--- src/rtl/operand_fetch_stage_pkg.sv ---
// Shared constants and types for the ID->EX operand fetch stage.
// Producer-select encoding is used by operand_resolve.
package operand_fetch_stage_pkg;

    localparam logic [3:0] REG_PC     = 4'd15;
    localparam logic [3:0] REG_LR     = 4'd14;
    localparam int         CTRL_W_DEF = 24;

    typedef enum logic [2:0] {
        SEL_RF,
        SEL_EX,
        SEL_MEM,
        SEL_WB,
        SEL_LINK,
        SEL_PC
    } sel_e;

    typedef struct packed {
        logic        ex_wr_en;
        logic        ex_is_load;
        logic [3:0]  ex_rd;
        logic [31:0] ex_result;
        logic        mem_wr_en;
        logic [3:0]  mem_rd;
        logic [31:0] mem_result;
        logic        wb_wr_en;
        logic [3:0]  wb_rd;
        logic [31:0] wb_result;
        logic        wb_link_en;
        logic [31:0] wb_link_val;
    } prod_t;

endpackage

--- src/rtl/operand_resolve.sv ---
// Resolves one source operand against EX/MEM/WB producers.
// OPFETCH_FORWARD_EN selects forwarding; otherwise any pending write stalls.
module operand_resolve
    import operand_fetch_stage_pkg::*;
(
    input  logic        id_valid,
    input  logic        use_src,
    input  logic [3:0]  src,
    input  logic [31:0] rf_val,
    input  logic [31:0] pc8,
    input  prod_t       prod,
    output logic [31:0] val,
    output logic        hazard
);

    logic live;
    logic ex_hit;
    logic mem_hit;
    logic wb_hit;
    logic link_hit;
    sel_e sel;

    assign live     = id_valid & use_src;
    assign ex_hit   = prod.ex_wr_en & (prod.ex_rd == src);
    assign mem_hit  = prod.mem_wr_en & (prod.mem_rd == src);
    assign wb_hit   = prod.wb_wr_en & (prod.wb_rd == src);
    assign link_hit = prod.wb_link_en & (src == REG_LR);

`ifdef OPFETCH_FORWARD_EN
    // Youngest producer wins; a load in EX has no data yet, so it stalls.
    always_comb begin
        sel    = SEL_RF;
        hazard = 1'b0;
        if (live) begin
            if (src == REG_PC) begin
                sel = SEL_PC;
            end else begin
                hazard = ex_hit & prod.ex_is_load;
                if (ex_hit & ~prod.ex_is_load) sel = SEL_EX;
                else if (mem_hit)              sel = SEL_MEM;
                else if (link_hit)             sel = SEL_LINK;
                else if (wb_hit)               sel = SEL_WB;
            end
        end
    end

    always_comb begin
        val = rf_val;
        case (sel)
            SEL_PC:   val = pc8;
            SEL_EX:   val = prod.ex_result;
            SEL_MEM:  val = prod.mem_result;
            SEL_LINK: val = prod.wb_link_val;
            SEL_WB:   val = prod.wb_result;
            default:  val = rf_val;
        endcase
    end
`else
    always_comb begin
        sel    = SEL_RF;
        hazard = 1'b0;
        if (live) begin
            if (src == REG_PC) sel = SEL_PC;
            else hazard = ex_hit | mem_hit | wb_hit | link_hit;
        end
    end

    assign val = (sel == SEL_PC) ? pc8 : rf_val;

    logic unused_prod;
    assign unused_prod = ^{prod.ex_is_load, prod.ex_result,
                           prod.mem_result, prod.wb_result,
                           prod.wb_link_val};
`endif

endmodule

--- src/rtl/operand_fetch_stage.sv ---
// ID->EX boundary: operand hazard resolution, stall/flush, ID/EX register bank.
// Forwarding is enabled by defining OPFETCH_FORWARD_EN.
module operand_fetch_stage
    import operand_fetch_stage_pkg::*;
#(
    parameter int CTRL_W = CTRL_W_DEF
) (
    input  logic              clock,
    input  logic              R,
    input  logic              id_valid,
    input  logic [CTRL_W-1:0] id_ctrl,
    input  logic [3:0]        id_rn,
    input  logic [3:0]        id_rm,
    input  logic [3:0]        id_rs,
    input  logic              id_use_a,
    input  logic              id_use_b,
    input  logic              id_use_c,
    input  logic [3:0]        id_rd,
    input  logic [31:0]       id_pc8,
    input  logic [31:0]       rf_a,
    input  logic [31:0]       rf_b,
    input  logic [31:0]       rf_c,
    input  logic              ex_wr_en,
    input  logic              ex_is_load,
    input  logic [3:0]        ex_rd,
    input  logic [31:0]       ex_result,
    input  logic              mem_wr_en,
    input  logic [3:0]        mem_rd,
    input  logic [31:0]       mem_result,
    input  logic              wb_wr_en,
    input  logic [3:0]        wb_rd,
    input  logic [31:0]       wb_result,
    input  logic              wb_link_en,
    input  logic [31:0]       wb_link_val,
    input  logic              flush,
    output logic              stall_id,
    output logic              ex_valid,
    output logic [31:0]       ex_op_a,
    output logic [31:0]       ex_op_b,
    output logic [31:0]       ex_op_c,
    output logic [CTRL_W-1:0] ex_ctrl,
    output logic [3:0]        ex_rd_o
);

    prod_t       prod;
    logic [31:0] op_a;
    logic [31:0] op_b;
    logic [31:0] op_c;
    logic        haz_a;
    logic        haz_b;
    logic        haz_c;
    logic        hazard;

    logic              valid_q, valid_d;
    logic [31:0]       op_a_q, op_a_d;
    logic [31:0]       op_b_q, op_b_d;
    logic [31:0]       op_c_q, op_c_d;
    logic [CTRL_W-1:0] ctrl_q, ctrl_d;
    logic [3:0]        rd_q, rd_d;

    always_comb begin
        prod.ex_wr_en    = ex_wr_en;
        prod.ex_is_load  = ex_is_load;
        prod.ex_rd       = ex_rd;
        prod.ex_result   = ex_result;
        prod.mem_wr_en   = mem_wr_en;
        prod.mem_rd      = mem_rd;
        prod.mem_result  = mem_result;
        prod.wb_wr_en    = wb_wr_en;
        prod.wb_rd       = wb_rd;
        prod.wb_result   = wb_result;
        prod.wb_link_en  = wb_link_en;
        prod.wb_link_val = wb_link_val;
    end

    operand_resolve u_res_a (
        .id_valid (id_valid),
        .use_src  (id_use_a),
        .src      (id_rn),
        .rf_val   (rf_a),
        .pc8      (id_pc8),
        .prod     (prod),
        .val      (op_a),
        .hazard   (haz_a)
    );

    operand_resolve u_res_b (
        .id_valid (id_valid),
        .use_src  (id_use_b),
        .src      (id_rm),
        .rf_val   (rf_b),
        .pc8      (id_pc8),
        .prod     (prod),
        .val      (op_b),
        .hazard   (haz_b)
    );

    operand_resolve u_res_c (
        .id_valid (id_valid),
        .use_src  (id_use_c),
        .src      (id_rs),
        .rf_val   (rf_c),
        .pc8      (id_pc8),
        .prod     (prod),
        .val      (op_c),
        .hazard   (haz_c)
    );

    assign hazard   = haz_a | haz_b | haz_c;
    // A taken branch kills the decode slot, so it never needs to hold.
    assign stall_id = hazard & ~flush & ~R;

    always_comb begin
        valid_d = valid_q;
        op_a_d  = op_a_q;
        op_b_d  = op_b_q;
        op_c_d  = op_c_q;
        ctrl_d  = ctrl_q;
        rd_d    = rd_q;
        if (flush | hazard) begin
            valid_d = 1'b0;
        end else begin
            valid_d = id_valid;
            op_a_d  = op_a;
            op_b_d  = op_b;
            op_c_d  = op_c;
            ctrl_d  = id_ctrl;
            rd_d    = id_rd;
        end
    end

    always_ff @(posedge clock or posedge R) begin
        if (R) begin
            valid_q <= 1'b0;
            op_a_q  <= '0;
            op_b_q  <= '0;
            op_c_q  <= '0;
            ctrl_q  <= '0;
            rd_q    <= '0;
        end else begin
            valid_q <= valid_d;
            op_a_q  <= op_a_d;
            op_b_q  <= op_b_d;
            op_c_q  <= op_c_d;
            ctrl_q  <= ctrl_d;
            rd_q    <= rd_d;
        end
    end

    assign ex_valid = valid_q;
    assign ex_op_a  = op_a_q;
    assign ex_op_b  = op_b_q;
    assign ex_op_c  = op_c_q;
    assign ex_ctrl  = ctrl_q;
    assign ex_rd_o  = rd_q;

endmodule

--- config.mk ---
export PLATFORM = sky130hd
export DESIGN_NAME = operand_fetch_stage
export DESIGN_NICKNAME = d
export VERILOG_FILES = /design/src/rtl/operand_fetch_stage_pkg.sv /design/src/rtl/operand_resolve.sv /design/src/rtl/operand_fetch_stage.sv
export SDC_FILE = /design/constraint.sdc
export NUM_CORES = 1
export LEC_CHECK = 0
export BUFFER_PORTS_ARGS = -buffer_cell sky130_fd_sc_hd__buf_2
export CAP_MARGIN = 20
export CORE_AREA = 2 2 176 178
export DETAILED_ROUTE_END_ITERATION = 8
export DIE_AREA = 0 0 178 180
export PLACE_DENSITY = 0.46
export SYNTH_ARGS = -nofsm -noshare
export SYNTH_HDL_FRONTEND = slang
export SYNTH_SLANG_ARGS = --single-unit
--- constraint.sdc ---
create_clock -name clock -period 6.7 [get_ports clock]
set_input_delay 0.67 -clock clock [delete_from_list [all_inputs] [get_ports clock]]
set_output_delay 0.67 -clock clock [all_outputs]
set_load 0.05 [all_outputs]
======== Yosys cells after proc, flatten, opt, wreduce, memory -nomap -nowiden ========
Cells that the tools add are included.
word-level totals
  word-level logic and storage cells ...... 71
  register bits after elaboration ......... 125
cells by class
  muxes and demuxes ....................... 16
  equal/unequal tests ..................... 18
  bitwise gates (word level) .............. 31
operators with widths
  operator              count
  $mux W32              3
  $eq A4 B4 Y1          9
  $eq A4 B4 Y1 const B  6
  $mux W3               6
  $and A1 B1 Y1         17
  $or A1 B1 Y1          12
  $eq A3 B3 Y1 const B  3
  $mux W1               7
  $not A1 Y1            2

======== Longest topological paths before layout ========
Gate-level depths: netlist of the first run.
  depth after elaboration ................. 11
  mapped depth ............................ 10

======== Hierarchy ========
A second synthesis of the first run with hierarchy kept.
unflattened totals
  cells, all modules ...................... 459
  area total of the unflattened synthesis .. 6889.1 sq um
by module, submodules not included
  module               area an instance (sq um)  cells an instance  times used
  operand_fetch_stage  4648.2                    267                1
  operand_resolve      747.0                     64                 3

======== Worst setup path after synthesis of the first run ========
OpenSTA, ideal clock, no wires.
  path type ............................... input to output
  start point ............................. input id_rs[2]
  end point ............................... output stall_id
  path slack .............................. 3282 ps
  path buffers ............................ 1
  stages .................................. 7
  arrival ................................. 2748 ps
  cells stage by stage .................... clkbuf_1 -> xor2_1 -> nor4_1 -> a31oi_1 -> a31oi_1 -> nor3_1 -> nor3_1
on the way
  longest elaborated chain between the ends .. 10
ends and longest elaborated chain
  what                              RTL line                                      text
  from (decl)                       operand_fetch_stage.sv:14                     input logic [3:0] id_rs,
  $eq A4 B4 Y1 (on tied branches)   operand_resolve.sv:24, operand_resolve.sv:25
  $and A1 B1 Y1 (on tied branches)  operand_resolve.sv:24, operand_resolve.sv:25
  $or A1 B1 Y1 (3 in series)        operand_resolve.sv:64                         else hazard = ex_hit | mem_hit | wb_hit | link_hit;
  $mux W1 *                         operand_resolve.sv:63                         if (src == REG_PC) sel = SEL_PC;
  $mux W1 *                         operand_resolve.sv:62                         if (live) begin
  $or A1 B1 Y1 *                    operand_fetch_stage.sv:109                    assign hazard = haz_a | haz_b | haz_c;
  $and A1 B1 Y1 * (2 in series)     operand_fetch_stage.sv:111                    assign stall_id = hazard & ~flush & ~R;
  to (decl)                         operand_fetch_stage.sv:36                     output logic stall_id,
Every way passes the cells marked *; elsewhere a longest branch is shown, timed or not.

======== Worst setup path after layout of the first run ========
  start point ............................. input id_rn[1]
  end point ............................... output stall_id
on the way
  longest elaborated chain between the ends .. 11
ends and longest elaborated chain
  what                              RTL line                                      text
  from (decl)                       operand_fetch_stage.sv:12                     input logic [3:0] id_rn,
  $eq A4 B4 Y1 (on tied branches)   operand_resolve.sv:24, operand_resolve.sv:25
  $and A1 B1 Y1 (on tied branches)  operand_resolve.sv:24, operand_resolve.sv:25
  $or A1 B1 Y1 (3 in series)        operand_resolve.sv:64
  $mux W1 *                         operand_resolve.sv:63
  $mux W1 *                         operand_resolve.sv:62
  $or A1 B1 Y1 * (2 in series)      operand_fetch_stage.sv:109
  $and A1 B1 Y1 * (2 in series)     operand_fetch_stage.sv:111
Marks and branches as above.

==> results.sh, run 1 <==
export IMPL_tns_ns=0
export IMPL_syn2layout_area_growth_pct=40.9
export IMPL_power_leakage_nw=4.06
export IMPL_wl_microns=20400
export IMPL_cts_root_buf="clkbuf_16"
export IMPL_ant_nets=0
export IMPL_worstSetupEndpointType="primary output"
export IMPL_finalWeightedCongestion=0.800
export IMPL_clock_path_buffers=2
export IMPL_final_cell_mix="buf_2 (316), mux2_2 (163), dfrtp_1 (125)"
export IMPL_yosys_register_bits=125
export IMPL_clock_fmax_mhz=327
export IMPL_slew_viol_final=0
export IMPL_grt_setup_unrepaired="no"
export IMPL_numCtsBuffers=17
export IMPL_fp_row_count=64
export IMPL_hold_path_class="in -> async"
export IMPL_yosys_cell_types_count=22
export IMPL_synth_edf_count=0
export IMPL_peakVddDrop_mv=0.129
export IMPL_vias=4923
export IMPL_grt_usage=0.128
export IMPL_required_ns=6.03
export IMPL_worst_pin_slew_ns=0.999
export IMPL_layout_commonest_cell="buf_2"
export IMPL_syn_avg_cell_area_sq_um=13.9
export IMPL_initial_core_util=0.210
export IMPL_first_iter_violations=123
export IMPL_synth_ff_type="dfrtp_1"
export IMPL_drcViolationCount=0
export IMPL_path_cells="buf_2 > xor2_1 > nor4_1 > a31oi_1 > a31oi_1 > nor3_1 > nor3_1 > buf_2"
export IMPL_post_route_period_util=0.456
export IMPL_chipHeight_microns=180
export IMPL_grt_antenna_before_repair=4
export IMPL_syn_inst=454
export IMPL_finalSetupViolCount=0
export IMPL_ys_seq_area_frac=0.494
export IMPL_slew_headroom=0.334
export IMPL_syn_num_nets=774
export IMPL_post_route_util=0.295
export IMPL_core_area_sq_um=30200
export IMPL_slowest_stage="nor4_1"
export IMPL_htree_levels=4
export IMPL_drive_gt1_frac=0.671
export IMPL_min_period_ns=3.06
export IMPL_grt_pass1_vias=5279
export IMPL_grt_max_degree=72
export IMPL_port_buffers=316
export IMPL_p_per_area_nw_per_um2=308
export IMPL_cap_violations=0
export IMPL_crit_buf_inv=2
export IMPL_synthArstFlopShare=1.00
export IMPL_hold_viol=0
export IMPL_vias_per_cell=4.18
export IMPL_status="completed"
export IMPL_cts_setup_buffers=0
export IMPL_slowest_delay_ns=0.39
export IMPL_dieArea_sq_um=32000
export IMPL_grt_pass1_wl_microns=31100
export IMPL_final_nets=1086
export IMPL_dp_hpwl_microns=15000
export IMPL_clk_pin_slew_worst_paths_ns=0.07
export IMPL_worstSetupPathType="in -> out"
export IMPL_overflow=0
export IMPL_crit_arrival_ns=2.39
export IMPL_cts_sinks=125
export IMPL_first_pass_iters=4
export IMPL_die_x_microns=178
export IMPL_yosys_warnings=0
export IMPL_cts_hold_buf=0
export IMPL_cts_tree="yes"
export IMPL_cp_start_kind="input pin"
export IMPL_ctsResizeCount=0
export IMPL_netlist_area_sq_um=6330
export IMPL_skew_ns=0
export IMPL_wl_per_cell_microns=17.3
export IMPL_io_pins=446
export IMPL_critPathMaxFanout=5
export IMPL_clk_insertion_delay_late_ns=0.41
export IMPL_path_delay_family="simple AND/OR/NAND/NOR gates"
## through the flow
stage          setup WS (ns)  hold slack (ns)  cell area (sq um)  power (W)  instances
2_1_floorplan           2.70            0.805               6330    0.00154        454
3_3_place_gp            3.55            0.462               8310    0.00179       1143
3_5_place_dp            3.56            0.469               8310    0.00179       1143
4_1_cts                 3.65            0.285               8910    0.00280       1175
5_1_grt                 3.55            0.299               8910    0.00288       1175
6_report                3.64            0.272               8920    0.00274       1177
## flip-flops by register name, indices dropped and copies added, names as in the netlist
name / cells
ex_op_c: 32
ex_op_b: 32
ex_op_a: 32
ex_valid: 1
ex_rd_o: 4
ex_ctrl: 24
## cells by family after synthesis
| group | synth area share |
|---|---|
| AO/OA/AOI/OAI | 0.00712 |
| AND/OR/NAND/NOR | 0.0310 |
| XOR/XNOR | 0.0484 |
| multiplexers | 0.392 |
| buffers and inverters | 0.0275 |
| flip-flops | 0.494 |
## power breakdown
part / total, W / switching (W) / leakage [nW] / internal (W)
clock network: 0.000978 / 0.000416 / 0.292 / 0.000563
logic: 0.000844 / 0.000598 / 2.30 / 0.000246
registers: 0.000920 / 0.0000518 / 1.46 / 0.000868
total: 0.00274 / 0.00107 / 4.06 / 0.00168
## path summary, 6_finish.rpt
path | endpoint | from | slack (ns) | cells past startpoint
min in group clock | ex_ctrl[5] | id_ctrl[5] | 0.47 | 2
worst min register to register | ex_ctrl[12] | ex_ctrl[12] | 0.48 | 1
max in group asynchronous | ex_ctrl[17] | R | 5.36 | 3
worst max-delay path | stall_id | id_rn[1] | 3.64 | 8
worst max register to register | ex_op_c[4] | ex_op_c[4] | 5.92 | 1
worst min-delay path | ex_op_b[19] | R | 0.27 | 2
## routing by layer
layer | routed length (microns) | global-route usage | part of all wire
met5 | 30 | 0 | 0.0015
met4 | 272 | 0.0361 | 0.013
met3 | 1540 | 0.0438 | 0.076
met2 | 9970 | 0.215 | 0.49
met1 | 8570 | 0.153 | 0.42
## synthesized netlist by cell type (4+ instances only)
library cell	number	area [sq um]
buf_6	6	67.6
buf_2	6	30.0
clkbuf_1	16	60.1
mux2_1	57	642
nand2_1	8	30.0
mux2_2	163	1840
xnor2_1	11	96.3
xor2_1	24	210
a31oi_1	5	31.3
dfrtp_1	125	3130
nor3_1	7	35.0
nor2_1	5	18.8
nor4_1	4	25.0
nand3_1	4	20.0
nand4_1	6	37.5
## cell type report
type                    count  area (sq um)
repair buffers            323          1630
multi-input cells         298          3050
diodes                      2          5.00
fillers                  3205         21300
clock inverters            15           175
well taps                 396           495
flip-flops and latches    125          3130
clock buffers              17           425
inverters                   1          6.26
Power figures use the tool's default switching activity.
==> inputs of run 2 (changes only) <==
--- a/config.mk
+++ b/config.mk
@@ -10,7 +10,7 @@
 export CORE_AREA = 2 2 176 178
 export DETAILED_ROUTE_END_ITERATION = 8
 export DIE_AREA = 0 0 178 180
-export PLACE_DENSITY = 0.46
+export PLACE_DENSITY = 0.47
 export SYNTH_ARGS = -nofsm -noshare
 export SYNTH_HDL_FRONTEND = slang
 export SYNTH_SLANG_ARGS = --single-unit
==> constraint.sdc (replaced) <==
create_clock -name clock -period 2.75 [get_ports clock]
set_input_delay 0.275 -clock clock [delete_from_list [all_inputs] [get_ports clock]]
set_output_delay 0.275 -clock clock [all_outputs]
set_load 0.05 [all_outputs]
==> run 2 against run 1 <==
The flow now finishes with violations (hold timing); design area increased by 1.2%; clock power increased by 140%; setup slack got worse by 3.1 ns; core utilization increased by 0.36 points; die area unchanged; sequential power increased by 140%; combinational power increased by 150%; critical endpoint unchanged; first-iteration DRC count decreased by 4.9%; global-route usage decreased by 0.46 points; highest routed layer unchanged; critical path depth unchanged; largest power group unchanged.
==> results.sh, run 2 (same netlist as run 1, synthesis figures left out) <==
export IMPL_initial_core_util=0.210
export IMPL_crit_arrival_ns=1.91
export IMPL_p_clk_frac=0.356
export IMPL_finalPower_w=0.00670
export IMPL_clock_path_buffers=2
export IMPL_grt_usage=0.123
export IMPL_first_pass_iters=4
export IMPL_final_nets=1092
export IMPL_min_period_ns=2.18
export IMPL_overflow=0
export IMPL_grt_max_degree=126
export IMPL_wl_per_cell_microns=16.5
export IMPL_dieArea_sq_um=32000
export IMPL_status="finished, violations left"
export IMPL_ant_nets=0
export IMPL_clk_pin_slew_worst_paths_ns=0.06
export IMPL_cts_tree="yes"
export IMPL_dp_hpwl_microns=14600
export IMPL_final_area_sq_um=9020
export IMPL_htree_levels=4
export IMPL_first_iter_violations=117
export IMPL_peakVddDrop_mv=0.320
export IMPL_layout_commonest_cell="buf_2"
export IMPL_grt_pass1_vias=5104
export IMPL_vias=4820
export IMPL_hold_path_class="in -> async"
export IMPL_diodes=0
export IMPL_grt_setup_unrepaired="no"
export IMPL_die_x_microns=178
export IMPL_power_leakage_nw=4.10
export IMPL_slew_headroom=0.456
export IMPL_wl_microns=19500
export IMPL_clock_fmax_mhz=458
export IMPL_worstSetupPathType="in -> out"
export IMPL_p_seq_frac=0.334
export IMPL_finalSetupViolCount=0
export IMPL_cp_start_kind="input pin"
export IMPL_syn2layout_area_growth_pct=42.6
export IMPL_chipHeight_microns=180
export IMPL_fp_row_count=64
export IMPL_whs_ns=-0.00278
export IMPL_violations="hold timing"
export IMPL_p_switching_w=0.00249
export IMPL_placed_area_sq_um=8410
export IMPL_p_int_w=0.00421
export IMPL_cts_setup_buffers=0
export IMPL_post_route_period_util=0.794
export IMPL_core_area_sq_um=30200
export IMPL_finalWeightedCongestion=0.794
export IMPL_port_buffers=316
export IMPL_cts_root_buf="clkbuf_16"
export IMPL_worst_pin_slew_ns=0.816
export IMPL_p_per_area_nw_per_um2=742
export IMPL_grt_pass1_wl_microns=30000
export IMPL_vias_per_cell=4.08
export IMPL_place_ws_ns=0.299
export IMPL_numCtsBuffers=17
export IMPL_ctsResizeCount=0
export IMPL_grt_antenna_before_repair=1
export IMPL_tns_ns=0
export IMPL_drcViolationCount=0
export IMPL_layout_setup_ws_ns=0.566
export IMPL_drive_gt1_frac=0.674
export IMPL_final_cell_mix="buf_2 (316), mux2_2 (163), dfrtp_1 (125)"
export IMPL_slew_viol_final=0
export IMPL_hold_viol=4
export IMPL_skew_ns=0
export IMPL_required_ns=2.48
export IMPL_io_pins=446
export IMPL_cts_sinks=125
export IMPL_clk_insertion_delay_late_ns=0.41
export IMPL_cts_hold_buf=0
export IMPL_comb_power_share=0.310
export IMPL_critPathMaxFanout=3
export IMPL_r2r_start="ex_op_c[27]"
export IMPL_startpoint="ex_rd[2]"
export IMPL_p_sw_frac=0.371
export IMPL_cap_violations=0
export IMPL_nFillCells=3132
export IMPL_worstSetupEndpointType="primary output"
## run 2: changes by cell type in the layout (fill, tap and decap cells not counted), sizes merged
cell      change
inv           -7
diode         -2
clkinv        -1
buf           +6
clkinvlp      +5
clkbuf        +2
bufinv        +1
## run 2: worst paths after layout
kind / end / slack [ns] / cells past startpoint
max in group asynchronous: ex_op_b[19] / 2.07 / 3
max: stall_id / 0.57 / 8
max reg2reg: ex_op_c[27] / 1.95 / 1
min: ex_op_c[17] / -0.003 / 3
min in group clock: ex_ctrl[4] / 0.07 / 2
min reg2reg: ex_ctrl[12] / 0.48 / 1
## run 2: area by class of cell
class                      instances  area, sq um  area share
timing repair buffer             329         1730       0.192
clock buffer                      19          453      0.0502
sequential                       125         3130       0.347
inverter                           1         7.51    0.000832
tap                              396          495      0.0549
clock inverter                    13          164      0.0182
multi-input combinational        298         3050       0.338
## run 2: metrics by stage
stage / instances / utilization
2_1_floorplan: 454 / -
4_1_cts: 1181 / 0.299
5_1_grt: 1181 / 0.299
3_5_place_dp: 1149 / 0.279
6_report: 1181 / 0.299
3_3_place_gp: 1149 / 0.279
## run 2: power groups by stage
stage | Combinational [W] | Clock (W) | Sequential (W)
floorplan | 0.000495 | 0 | 0.00327
global placement | 0.00210 | 0 | 0.00227
detailed placement | 0.00211 | 0 | 0.00227
CTS | 0.00211 | 0.00249 | 0.00225
global route | 0.00219 | 0.00256 | 0.00228
finish | 0.00208 | 0.00239 | 0.00224
## run 2: metal layers
layer	global-route usage	share of wire	wire length, microns
met3	0.0438	0.088	1720
met5	0	0.00067	13
met2	0.207	0.48	9410
met1	0.145	0.41	8070
met4	0.0384	0.013	252
## run 2: worst max-delay path, stage by stage
cell     delay [ns]
buf_2          0.14
xor2_1         0.17
nor4_1         0.32
a31oi_1        0.10
a31oi_1        0.33
nor3_1         0.15
nor3_1         0.14
buf_2          0.28
==> inputs of run 3 (changes only) <==
--- a/config.mk
+++ b/config.mk
@@ -5,12 +5,13 @@
 export SDC_FILE = /design/constraint.sdc
 export NUM_CORES = 1
 export LEC_CHECK = 0
+export ABC_AREA = 1
 export BUFFER_PORTS_ARGS = -buffer_cell sky130_fd_sc_hd__buf_2
 export CAP_MARGIN = 20
-export CORE_AREA = 2 2 176 178
+export CORE_AREA = 2 2 172 174
 export DETAILED_ROUTE_END_ITERATION = 8
-export DIE_AREA = 0 0 178 180
-export PLACE_DENSITY = 0.47
+export DIE_AREA = 0 0 174 176
+export PLACE_DENSITY = 0.51
 export SYNTH_ARGS = -nofsm -noshare
 export SYNTH_HDL_FRONTEND = slang
 export SYNTH_SLANG_ARGS = --single-unit
==> constraint.sdc (replaced) <==
create_clock -name clock -period 2 [get_ports clock]
set_input_delay 0.2 -clock clock [delete_from_list [all_inputs] [get_ports clock]]
set_output_delay 0.2 -clock clock [all_outputs]
set_load 0.05 [all_outputs]
==> run 3 against run 2 <==
The run now ends clean; cell count is 41% higher; sequential cell count unchanged; largest power group unchanged; synthesized cell count increased by 110%; setup slack got worse by 0.43 ns; highest routed layer is now met4; via count is 57% higher; sequential power is 37% higher; die area is 4.4% lower; design area up 6.9%; core utilization grew 3.9 points.
==> results.sh, run 3 <==
export IMPL_p_seq_frac=0.339
export IMPL_whs_ns=0.0300
export IMPL_dieArea_sq_um=30600
export IMPL_core_area_sq_um=28500
export IMPL_drcViolationCount=0
export IMPL_syn_num_nets=1288
export IMPL_syn_avg_cell_area_sq_um=7.07
export IMPL_path_delay_family="simple AND/OR/NAND/NOR gates"
export IMPL_path_cells="buf_2 > inv_1 > nor3_1 > nor2_1 > inv_1 > nor2_1 > nor2_4 > nand2_1 > nand3_1 > inv_1 > clkbuf_4"
export IMPL_min_period_ns=1.86
export IMPL_hold_viol=0
export IMPL_synth_ff_type="dfrtp_1"
export IMPL_io_pins=446
export IMPL_p_per_area_nw_per_um2=938
export IMPL_synth_top_area_cell="dfrtp_1"
export IMPL_htree_levels=4
export IMPL_synth_top_area_frac=0.457
export IMPL_overflow=0
export IMPL_seq_area_sq_um=3130
export IMPL_power_leakage_nw=5.50
export IMPL_clock_path_buffers=2
export IMPL_vias_per_cell=4.54
export IMPL_ys_top_cells_by_area="dfrtp_1 (46%), nand2_1 (23%), nand4_1 (11%), o21ai_0 (7.5%), inv_1 (3.0%)"
export IMPL_grt_max_degree=126
export IMPL_finalPower_w=0.00905
export IMPL_yosys_cell_types_count=18
export IMPL_diodes=0
export IMPL_worstSetupPathType="in -> out"
export IMPL_hold_path_class="in -> async"
export IMPL_wl_per_cell_microns=15.8
export IMPL_comb_power_share=0.321
export IMPL_numCtsBuffers=17
export IMPL_ys_seq_area_frac=0.457
export IMPL_layout_commonest_cell="nand2_1"
export IMPL_slew_headroom=0.518
export IMPL_p_sw_frac=0.413
export IMPL_finalSetupViolCount=0
export IMPL_clk_pin_slew_worst_paths_ns=0.06
export IMPL_first_pass_iters=6
export IMPL_initial_core_util=0.240
export IMPL_final_nets=1587
export IMPL_worstSetupEndpointType="primary output"
export IMPL_grt_antenna_before_repair=0
export IMPL_vias=7550
export IMPL_p_switching_w=0.00374
export IMPL_syn2layout_area_growth_pct=41.1
export IMPL_nFillCells=3202
export IMPL_cts_tree="yes"
export IMPL_grt_pass1_vias=7196
export IMPL_first_iter_violations=402
export IMPL_post_route_period_util=0.931
export IMPL_finalWeightedCongestion=0.883
export IMPL_clock_fmax_mhz=537
export IMPL_cap_violations=0
export IMPL_ant_nets=0
export IMPL_slowest_stage="nor3_1"
export IMPL_wl_microns=26300
export IMPL_crit_arrival_ns=1.66
export IMPL_yosys_warnings=0
export IMPL_cts_hold_buf=0
export IMPL_p_clk_frac=0.340
export IMPL_slew_viol_final=0
export IMPL_crit_buf_inv=5
export IMPL_drive_gt1_frac=0.309
export IMPL_status="completed"
export IMPL_slowest_delay_ns=0.36
export IMPL_required_ns=1.80
export IMPL_chipHeight_microns=176
export IMPL_synth_most_common_cell="nand2_1"
export IMPL_grt_pass1_wl_microns=40900
export IMPL_netlist_area_sq_um=6840
export IMPL_port_buffers=316
export IMPL_dp_hpwl_microns=18700
export IMPL_worst_pin_slew_ns=0.723
export IMPL_synthArstFlopShare=1.00
export IMPL_skew_ns=0
export IMPL_fp_row_count=62
export IMPL_final_cell_mix="nand2_1 (412), buf_2 (315), dfrtp_1 (125)"
export IMPL_yosys_register_bits=125
export IMPL_die_x_microns=174
export IMPL_syn_inst=968
export IMPL_p_int_w=0.00531
export IMPL_cts_sinks=125
export IMPL_clk_insertion_delay_late_ns=0.41
export IMPL_synth_edf_count=0
export IMPL_multi_input_area_sq_um=3240
export IMPL_critPathMaxFanout=5
export IMPL_cts_root_buf="clkbuf_16"
export IMPL_grt_setup_unrepaired="no"
export IMPL_ys_top_cells_by_count="nand2_1 (412), dfrtp_1 (125), nand4_1 (124)"
export IMPL_grt_usage=0.169
export IMPL_cpMostUsedCell="inv_1"
export IMPL_cp_start_kind="input pin"
export IMPL_tns_ns=0
export IMPL_post_route_util=0.338
export IMPL_peakVddDrop_mv=0.483
==> run 3: layer usage <==
metal  vias to the layer above  share of wire  track usage
li1                       3792              -            -
met1                      3477           0.46        0.234
met2                       259           0.46        0.270
met3                        22          0.063       0.0347
met4                         0          0.013       0.0445
met5                         -              0            0
==> run 3: final timing paths <==
path | from | end | slack [ns] | depth (start not counted)
min in group clock | id_ctrl[0] | ex_ctrl[0] | 0.03 | 3
setup / recovery | id_rm[1] | stall_id | 0.14 | 11
max in group asynchronous | R | ex_op_b[26] | 1.44 | 3
hold / removal | R | ex_op_c[30] | 0.03 | 3
setup reg to reg | ex_op_b[17] | ex_op_b[17] | 1.36 | 2
hold reg to reg | ex_op_a[7] | ex_op_a[7] | 0.46 | 2
==> run 3: logic make-up (layout without fill, tap and decap cells) <==
kind of cell,count (synthesis),count (layout),share of synthesized area
AO/OA/AOI/OAI,108,108,0.0796
XOR/XNOR,8,8,0.0102
AND/OR/NAND/NOR,596,596,0.378
buffers and inverters,131,443,0.0752
flip-flops,125,125,0.457
==> run 3: through the flow <==
stage | instances | area, sq um | worst slack [ns]
after global placement | 1630 | 9050 | 0.0466
after CTS | 1662 | 9630 | 0.0474
final | 1664 | 9650 | 0.137
after floorplan | 968 | 6840 | -0.650
after detailed placement | 1630 | 9050 | 0.0492
after global routing | 1664 | 9650 | 0.00147
==> run 3: area by class of cell <==
| cell class | instances | area share |
|---|---|---|
| multi-input cells | 712 | 0.335 |
| flip-flops and latches | 125 | 0.324 |
| repair buffers | 351 | 0.207 |
| well taps | 384 | 0.0498 |
| clock buffers | 19 | 0.0469 |
| inverters | 60 | 0.0244 |
| clock inverters | 13 | 0.0123 |
==> run 3: worst reg2reg max path, delay by kind of cell, from the launching register on <==
family | cells | cell delay, ns
simple gates | 2 | 0.13
flops | 1 | 0.41
==> run 3: timing repair <==
item,4_1_cts,5_1_grt
setup buffers,0,2
endpoints found under the setup margin,0,1
endpoints found under the hold margin,0,0
resized for setup,0,3
==> run 3: power groups by stage <==
stage / Clock [W] / Combinational, W / Sequential [W]
final: 0.00308 / 0.00290 / 0.00307
after global routing: 0.00329 / 0.00312 / 0.00312
after floorplan: 0 / 0.000720 / 0.00437
after detailed placement: 0 / 0.00293 / 0.00311
after global placement: 0 / 0.00292 / 0.00310
after CTS: 0.00318 / 0.00293 / 0.00307
